`src/rtl/uart_tx_fifo_cfg.sv`:
```
// -----------------------------------------------------------------------------
// uart_tx_fifo_cfg
//
// Purpose:
//   UART transmitter with a small input FIFO and per-frame configuration.
//   Each frame carries a start bit, 5..DATA_WIDTH data bits (LSB first), an
//   optional even/odd parity bit and one or two stop bits. Queued words go
//   out back-to-back with no idle gap between frames.
//
// Parameters:
//   CLOCKS_PER_PULSE  clk cycles per serial bit (>= 2)
//   DATA_WIDTH        maximum data bits per frame (5..9)
//   FIFO_DEPTH        input FIFO entries (power of 2, >= 2)
//
// Ports:
//   clk            system clock, rising edge
//   rstn           asynchronous active-low reset
//   data_in        word to transmit, LSB first
//   data_en        write strobe, accepted while data_ready=1
//   data_ready     FIFO not full (registered)
//   cfg_data_bits  data bits per frame, clamped to [5, DATA_WIDTH]
//   cfg_parity     00 none, 01 even, 10 odd, 11 none
//   cfg_stop2      0 = one stop bit, 1 = two stop bits
//   tx             serial line, idle high, driven from a register
//   tx_busy        high while any frame bit is on the line
//   fifo_count     current FIFO occupancy
//   overflow       one-cycle pulse when a write hits a full FIFO
// -----------------------------------------------------------------------------
module uart_tx_fifo_cfg #(
  parameter int CLOCKS_PER_PULSE = 16,
  parameter int DATA_WIDTH       = 8,
  parameter int FIFO_DEPTH       = 4
) (
  input  logic                          clk,
  input  logic                          rstn,
  input  logic [DATA_WIDTH-1:0]         data_in,
  input  logic                          data_en,
  output logic                          data_ready,
  input  logic [3:0]                    cfg_data_bits,
  input  logic [1:0]                    cfg_parity,
  input  logic                          cfg_stop2,
  output logic                          tx,
  output logic                          tx_busy,
  output logic [$clog2(FIFO_DEPTH):0]   fifo_count,
  output logic                          overflow
);

  localparam int PW   = $clog2(FIFO_DEPTH);
  localparam int CNTW = PW + 1;
  localparam int CW   = $clog2(CLOCKS_PER_PULSE);
  localparam int IDXW = $clog2(DATA_WIDTH);

  localparam logic [CW-1:0]   BIT_LAST   = CW'(CLOCKS_PER_PULSE - 1);
  localparam logic [CNTW-1:0] FULL_COUNT = CNTW'(FIFO_DEPTH);
  localparam logic [3:0]      MAX_BITS   = 4'(DATA_WIDTH);
  localparam logic [3:0]      MIN_BITS   = 4'd5;

  typedef enum logic [2:0] {
    IDLE,
    START,
    DATA,
    PARITY,
    STOP
  } state_t;

  // FIFO storage and bookkeeping
  logic [DATA_WIDTH-1:0] mem [FIFO_DEPTH];
  logic [PW-1:0]         wrPtr_q, rdPtr_q;
  logic [CNTW-1:0]       count_q, count_d;
  logic                  ready_q;
  logic                  overflow_q;
  logic                  fifoFull, fifoEmpty;
  logic                  push, pop;

  // Frame head preparation
  logic [3:0]            clampedBits;
  logic [DATA_WIDTH-1:0] maskedHead;
  logic                  headParity;

  // Transmit FSM state
  state_t                state_q, state_d;
  logic [CW-1:0]         cnt_q, cnt_d;
  logic [IDXW-1:0]       bitIdx_q, bitIdx_d;
  logic [IDXW-1:0]       lastIdx_q, lastIdx_d;
  logic [DATA_WIDTH-1:0] shift_q, shift_d;
  logic                  parityEn_q, parityEn_d;
  logic                  parityBit_q, parityBit_d;
  logic                  stop2_q, stop2_d;
  logic                  stopIdx_q, stopIdx_d;
  logic                  tx_q, tx_d;
  logic                  busy_q, busy_d;
  logic                  bitEnd;
  logic                  startFrame;

  assign fifoFull  = (count_q == FULL_COUNT);
  assign fifoEmpty = (count_q == '0);
  // A write while full is dropped even if the FSM pops in the same cycle.
  assign push      = data_en && !fifoFull;
  assign bitEnd    = (cnt_q == BIT_LAST);

  // Occupancy changes only when exactly one of push/pop happens.
  always_comb begin
    count_d = count_q;
    case ({push, pop})
      2'b10:   count_d = count_q + 1'b1;
      2'b01:   count_d = count_q - 1'b1;
      default: count_d = count_q;
    endcase
  end

  // FIFO pointers, occupancy and the registered status flags. Pointers are
  // exactly log2(depth) wide so they wrap on their own.
  always_ff @(posedge clk or negedge rstn) begin
    if (!rstn) begin
      wrPtr_q    <= '0;
      rdPtr_q    <= '0;
      count_q    <= '0;
      ready_q    <= 1'b1;
      overflow_q <= 1'b0;
    end else begin
      if (push) wrPtr_q <= wrPtr_q + 1'b1;
      if (pop)  rdPtr_q <= rdPtr_q + 1'b1;
      count_q    <= count_d;
      ready_q    <= (count_d != FULL_COUNT);
      overflow_q <= data_en && fifoFull;
    end
  end

  // Storage array carries no reset; only entries below count are ever read.
  always_ff @(posedge clk) begin
    if (push) mem[wrPtr_q] <= data_in;
  end

  // Clamp the requested width, drop data bits above it and precompute the
  // even parity of what will actually be sent, so a popped word is ready to
  // shift out without further per-bit bookkeeping.
  always_comb begin
    clampedBits = cfg_data_bits;
    if (cfg_data_bits < MIN_BITS)      clampedBits = MIN_BITS;
    else if (cfg_data_bits > MAX_BITS) clampedBits = MAX_BITS;
    maskedHead = '0;
    for (int i = 0; i < DATA_WIDTH; i++) begin
      maskedHead[i] = mem[rdPtr_q][i] & (4'(i) < clampedBits);
    end
    headParity = ^maskedHead;
  end

  // Next-state logic. Each state holds its line level for one bit time
  // (cnt wraps at BIT_LAST); tx_d is the level for the coming cycle, so the
  // line register changes on the same edge the state does. Loading a new
  // frame is shared between IDLE and the end of STOP, which is what lets
  // queued frames follow each other without an idle cycle.
  always_comb begin
    state_d     = state_q;
    cnt_d       = '0;
    bitIdx_d    = bitIdx_q;
    lastIdx_d   = lastIdx_q;
    shift_d     = shift_q;
    parityEn_d  = parityEn_q;
    parityBit_d = parityBit_q;
    stop2_d     = stop2_q;
    stopIdx_d   = stopIdx_q;
    tx_d        = tx_q;
    busy_d      = busy_q;
    startFrame  = 1'b0;
    pop         = 1'b0;

    if (state_q != IDLE) begin
      cnt_d = bitEnd ? '0 : cnt_q + 1'b1;
    end

    case (state_q)
      IDLE: begin
        tx_d   = 1'b1;
        busy_d = 1'b0;
        if (!fifoEmpty) startFrame = 1'b1;
      end
      START: begin
        if (bitEnd) begin
          state_d  = DATA;
          bitIdx_d = '0;
          tx_d     = shift_q[0];
        end
      end
      DATA: begin
        if (bitEnd) begin
          if (bitIdx_q == lastIdx_q) begin
            if (parityEn_q) begin
              state_d = PARITY;
              tx_d    = parityBit_q;
            end else begin
              state_d   = STOP;
              stopIdx_d = 1'b0;
              tx_d      = 1'b1;
            end
          end else begin
            bitIdx_d = bitIdx_q + 1'b1;
            shift_d  = shift_q >> 1;
            tx_d     = shift_q[1];
          end
        end
      end
      PARITY: begin
        if (bitEnd) begin
          state_d   = STOP;
          stopIdx_d = 1'b0;
          tx_d      = 1'b1;
        end
      end
      STOP: begin
        if (bitEnd) begin
          if (stop2_q && !stopIdx_q) begin
            stopIdx_d = 1'b1;
          end else if (!fifoEmpty) begin
            startFrame = 1'b1;
          end else begin
            state_d = IDLE;
            tx_d    = 1'b1;
            busy_d  = 1'b0;
          end
        end
      end
      default: begin
        state_d = IDLE;
        tx_d    = 1'b1;
        busy_d  = 1'b0;
      end
    endcase

    // Config is captured here only, so mid-frame changes wait for the next pop.
    if (startFrame) begin
      pop         = 1'b1;
      state_d     = START;
      cnt_d       = '0;
      tx_d        = 1'b0;
      busy_d      = 1'b1;
      shift_d     = maskedHead;
      lastIdx_d   = IDXW'(clampedBits - 4'd1);
      parityEn_d  = (cfg_parity == 2'b01) || (cfg_parity == 2'b10);
      parityBit_d = headParity ^ (cfg_parity == 2'b10);
      stop2_d     = cfg_stop2;
      stopIdx_d   = 1'b0;
    end
  end

  // FSM and line registers; reset aborts any frame and idles the line at once.
  always_ff @(posedge clk or negedge rstn) begin
    if (!rstn) begin
      state_q     <= IDLE;
      cnt_q       <= '0;
      bitIdx_q    <= '0;
      lastIdx_q   <= '0;
      shift_q     <= '0;
      parityEn_q  <= 1'b0;
      parityBit_q <= 1'b0;
      stop2_q     <= 1'b0;
      stopIdx_q   <= 1'b0;
      tx_q        <= 1'b1;
      busy_q      <= 1'b0;
    end else begin
      state_q     <= state_d;
      cnt_q       <= cnt_d;
      bitIdx_q    <= bitIdx_d;
      lastIdx_q   <= lastIdx_d;
      shift_q     <= shift_d;
      parityEn_q  <= parityEn_d;
      parityBit_q <= parityBit_d;
      stop2_q     <= stop2_d;
      stopIdx_q   <= stopIdx_d;
      tx_q        <= tx_d;
      busy_q      <= busy_d;
    end
  end

  assign tx         = tx_q;
  assign tx_busy    = busy_q;
  assign data_ready = ready_q;
  assign fifo_count = count_q;
  assign overflow   = overflow_q;

endmodule

```
`config.mk`:
```
export PLATFORM = sky130hd
export DESIGN_NAME = uart_tx_fifo_cfg
export DESIGN_NICKNAME = d
export VERILOG_FILES = /design/src/rtl/uart_tx_fifo_cfg.sv
export SDC_FILE = /design/constraint.sdc
export NUM_CORES = 1
export LEC_CHECK = 0
export BUFFER_PORTS_ARGS = -buffer_cell sky130_fd_sc_hd__buf_2
export CAP_MARGIN = 10
export CORE_AREA = 5 5 91 93
export DETAILED_ROUTE_END_ITERATION = 8
export DIE_AREA = 0 0 96 98
export SLEW_MARGIN = 20
export SYNTH_ARGS = -nofsm -noshare
export SYNTH_HDL_FRONTEND = slang
export SYNTH_SLANG_ARGS = --single-unit
```
`constraint.sdc`:
```
create_clock -name clk -period 4.5 [get_ports clk]
set_clock_uncertainty 0.15 [all_clocks]
set_input_delay 0 -clock clk [delete_from_list [all_inputs] [get_ports clk]]
set_output_delay 0 -clock clk [all_outputs]
set_load 0.02 [all_outputs]
```
==> impl_metrics.json <==
{
  "status": "completed",
  "place_hpwl_microns": 3930,
  "finalPower_mw": 2.58,
  "power_leakage_nw": 1.66,
  "cts_tree": "yes",
  "register_area_sq_mm": 0.00186,
  "finalCritPeriodShare": 0.786,
  "die_area_sq_mm": 0.00941,
  "cts_num_sinks": 68,
  "cp_max_fo": 18,
  "firstDrtPassIters": 4,
  "antenna_left": 0,
  "wire_per_inst_microns": 14.2,
  "yosysSeqAreaShare": 0.585,
  "synth-seq-cells": 68,
  "reg2reg_from": "cnt_q[0]",
  "tns_ns": 0,
  "cts_buffer_depth": 2,
  "synthFlopType": "dfrtp_1",
  "finalNonFillerCells": 403,
  "power_density_mw_per_mm2": 678,
  "cp-start-kind": "flop",
  "grt_pass1_vias": 2001,
  "area_growth_pct": 19.4,
  "irDropWorstVdd_mv": 0.305,
  "drt_drc_violations_left": 0,
  "drt_iter0_drc": 93,
  "comb_power_share": 0.392,
  "route.final.wire_length_microns": 5730,
  "synthesis.area_sq_mm": 0.00319,
  "drv_slew": 0,
  "cap_violations": 0,
  "preCtsSetupSlack_ns": 0.975,
  "cts_root_buf": "clkbuf_8",
  "holdWs_ns": 0.132,
  "syn-num-nets": 278,
  "rr_worst_depth": 12,
  "die_h_microns": 98,
  "dp.cells": 369,
  "p_int_mw": 1.64,
  "ys_types": 46,
  "ys_warn_count": 0,
  "cp.required_ns": 4.62,
  "sw_frac_of_total": 0.364,
  "rows": 32,
  "hp-class": "input port to async pin",
  "period_needed_ns": 3.53,
  "htree_levels": 3,
  "synth.avg_cell_area_sq_um": 12.8,
  "clock.fmax_mhz": 283,
  "diodes": 0,
  "rsz0062_at_grt": "false",
  "power_switching_mw": 0.939,
  "setup_slack_ns": 0.965,
  "initial_core_util": 0.428,
  "grt.overflow.total": 0,
  "grt_max_degree": 37,
  "fillers": 693,
  "clk_latency_ns": 0.34,
  "synth_cells": 249,
  "viasPerCell": 4.80,
  "finalHoldViolations": 0,
  "clk_pin_slew_ns": 0.08,
  "coreArea_sq_mm": 0.00745,
  "via_count": 1935,
  "nNetsFinal": 325,
  "grtUsageTotal": 0.135,
  "maxSlewHeadroom": 0.459,
  "async_flop_share": 0.529,
  "numCtsBuffers": 9,
  "gp_congestion": 0.791,
  "io_buffers": 24,
  "worst_slew_pin_slew_ns": 0.811,
  "end_kind": "flop",
  "timing.rr.end": "data_ready",
  "ctsResizeCount": 0,
  "synth_edf_count": 32,
  "sequentialPowerShare": 0.391,
  "antenna_found_initial": 0,
  "setup_viol": 0,
  "r2r_slack_ns": 0.97,
  "io_pins": 25,
  "grt_pass1_wl_microns": 9590,
  "clock_power_share": 0.217,
  "die_width_microns": 96,
  "multiInputGateArea_sq_mm": 0.00125,
  "drive_above_1_share": 0.159,
  "arrival_ns": 3.65,
  "critical_path_class": "flop to flop"
}
logic make-up (layout without fill, tap and decap cells):
kind of cell,Yosys count,in the layout,share of synthesized area
AO/OA/AOI/OAI,44,44,0.0832
XOR/XNOR,17,17,0.0577
adder cells (fa/ha/maj),11,11,0.0455
buffers and inverters,18,70,0.0243
flip-flops,68,68,0.585
multiplexers,18,18,0.0954
AND/OR/NAND/NOR,73,73,0.109
metal layers:
metal / part of all wire / up-vias / track usage
li1: - / 991 / -
met1: 0.47 / 912 / 0.168
met2: 0.48 / 23 / 0.217
met3: 0.028 / 9 / 0.0416
met4: 0.017 / 0 / 0.0525
met5: 0 / - / 0
registers in the layout (all words and copies together), names as in the netlist:
register,count
bitIdx_q,3
cnt_q,4
data_ready,1
fifo_count,3
lastIdx_q,3
mem,32
overflow,1
parityBit_q,1
parityEn_q,1
rdPtr_q,2
shift_q,8
state_q,3
stop2_q,1
stopIdx_q,1
tx,1
tx_busy,1
wrPtr_q,2
cell type report:
type,count,share of cell area
flip-flops and latches,68,0.490
multi-input cells,163,0.327
well taps,102,0.0335
clock inverters,7,0.0260
clock buffers,9,0.0325
repair buffers,42,0.0789
inverters,12,0.0118
layout by cell type, fill, tap and decap left out, types with 3 or more instances in the layout:
| master | netlist | final |
|---|---|---|
| nand2_1 | 34 | 34 |
| dfrtp_1 | 34 | 34 |
| edfxtp_1 | 32 | 32 |
| o21ai_0 | 24 | 24 |
| buf_2 | 1 | 24 |
| dlygate4sd3_1 | 0 | 18 |
| inv_1 | 12 | 12 |
| ha_1 | 10 | 10 |
| mux2i_1 | 9 | 9 |
| clkbuf_8 | 0 | 9 |
| nor2_1 | 8 | 8 |
| xnor2_1 | 7 | 7 |
| xor2_1 | 7 | 7 |
| nand3_1 | 6 | 6 |
| mux4_1 | 6 | 6 |
| nor3_1 | 5 | 5 |
| and2_1 | 5 | 5 |
| a21oi_1 | 5 | 5 |
| nor3b_1 | 3 | 3 |
| nand2b_1 | 3 | 3 |
through the flow:
stage                     utilization  cell area, sq um
final                           0.511              3810
after global routing            0.511              3810
after global placement          0.457              3400
after CTS                       0.511              3810
after detailed placement        0.457              3400
after floorplan                     -              3190
worst max-delay path: stages (launching register included):
cell	delay (ns)
dfrtp_1	0.36
ha_1	0.22
nand3_1	0.21
o21ai_0	0.39
nand3_2	0.39
inv_1	0.47
ha_1	0.27
inv_1	0.07
fa_1	0.37
xor2_1	0.15
nor2_1	0.11
xor2_1	0.21
nand2_1	0.07
repair_timing:
item / 4_1_cts / 5_1_grt
hold endpoints to repair: 76 / 0
setup buffers: 0 / 0
hold buffers: 18 / 0
power by group through the flow:
stage | logic (mW) | registers, mW | clock network [mW]
after floorplan | 0.821 | 0.986 | 0
final | 1.01 | 1.01 | 0.561
after global routing | 1.14 | 1.04 | 0.605
after global placement | 0.992 | 1.02 | 0
after CTS | 1.03 | 1.01 | 0.575
after detailed placement | 1.02 | 1.03 | 0
cells in the mapped netlist (3+ instances only):
| master | number | area, sq um |
|---|---|---|
| inv_1 | 12 | 45.0 |
| dfrtp_1 | 34 | 851 |
| clkbuf_1 | 3 | 11.3 |
| mux2i_1 | 9 | 90.1 |
| nand3_1 | 6 | 30.0 |
| edfxtp_1 | 32 | 961 |
| xor2_1 | 7 | 61.3 |
| nand2_1 | 34 | 128 |
| nor3b_1 | 3 | 22.5 |
| nor3_1 | 5 | 25.0 |
| xnor2_1 | 7 | 61.3 |
| mux4_1 | 6 | 158 |
| and2_1 | 5 | 31.3 |
| nand2b_1 | 3 | 18.8 |
| nor2_1 | 8 | 30.0 |
| ha_1 | 10 | 125 |
| o21ai_0 | 24 | 120 |
| a21oi_1 | 5 | 25.0 |
worst max-delay path by stage:
stage          startpoint         end  slack [ns]  depth (start not counted)
2_1_floorplan    cnt_q[0]  data_ready        1.55                         13
6_report         cnt_q[0]  data_ready        0.97                         12
3_5_place_dp     cnt_q[0]  data_ready        0.97                         12
5_1_grt          cnt_q[0]  data_ready        0.53                         12
4_1_cts          cnt_q[0]  data_ready        0.95                         12
3_3_place_gp     cnt_q[0]  data_ready        1.10                         12
(Power assumes the default switching activity.)
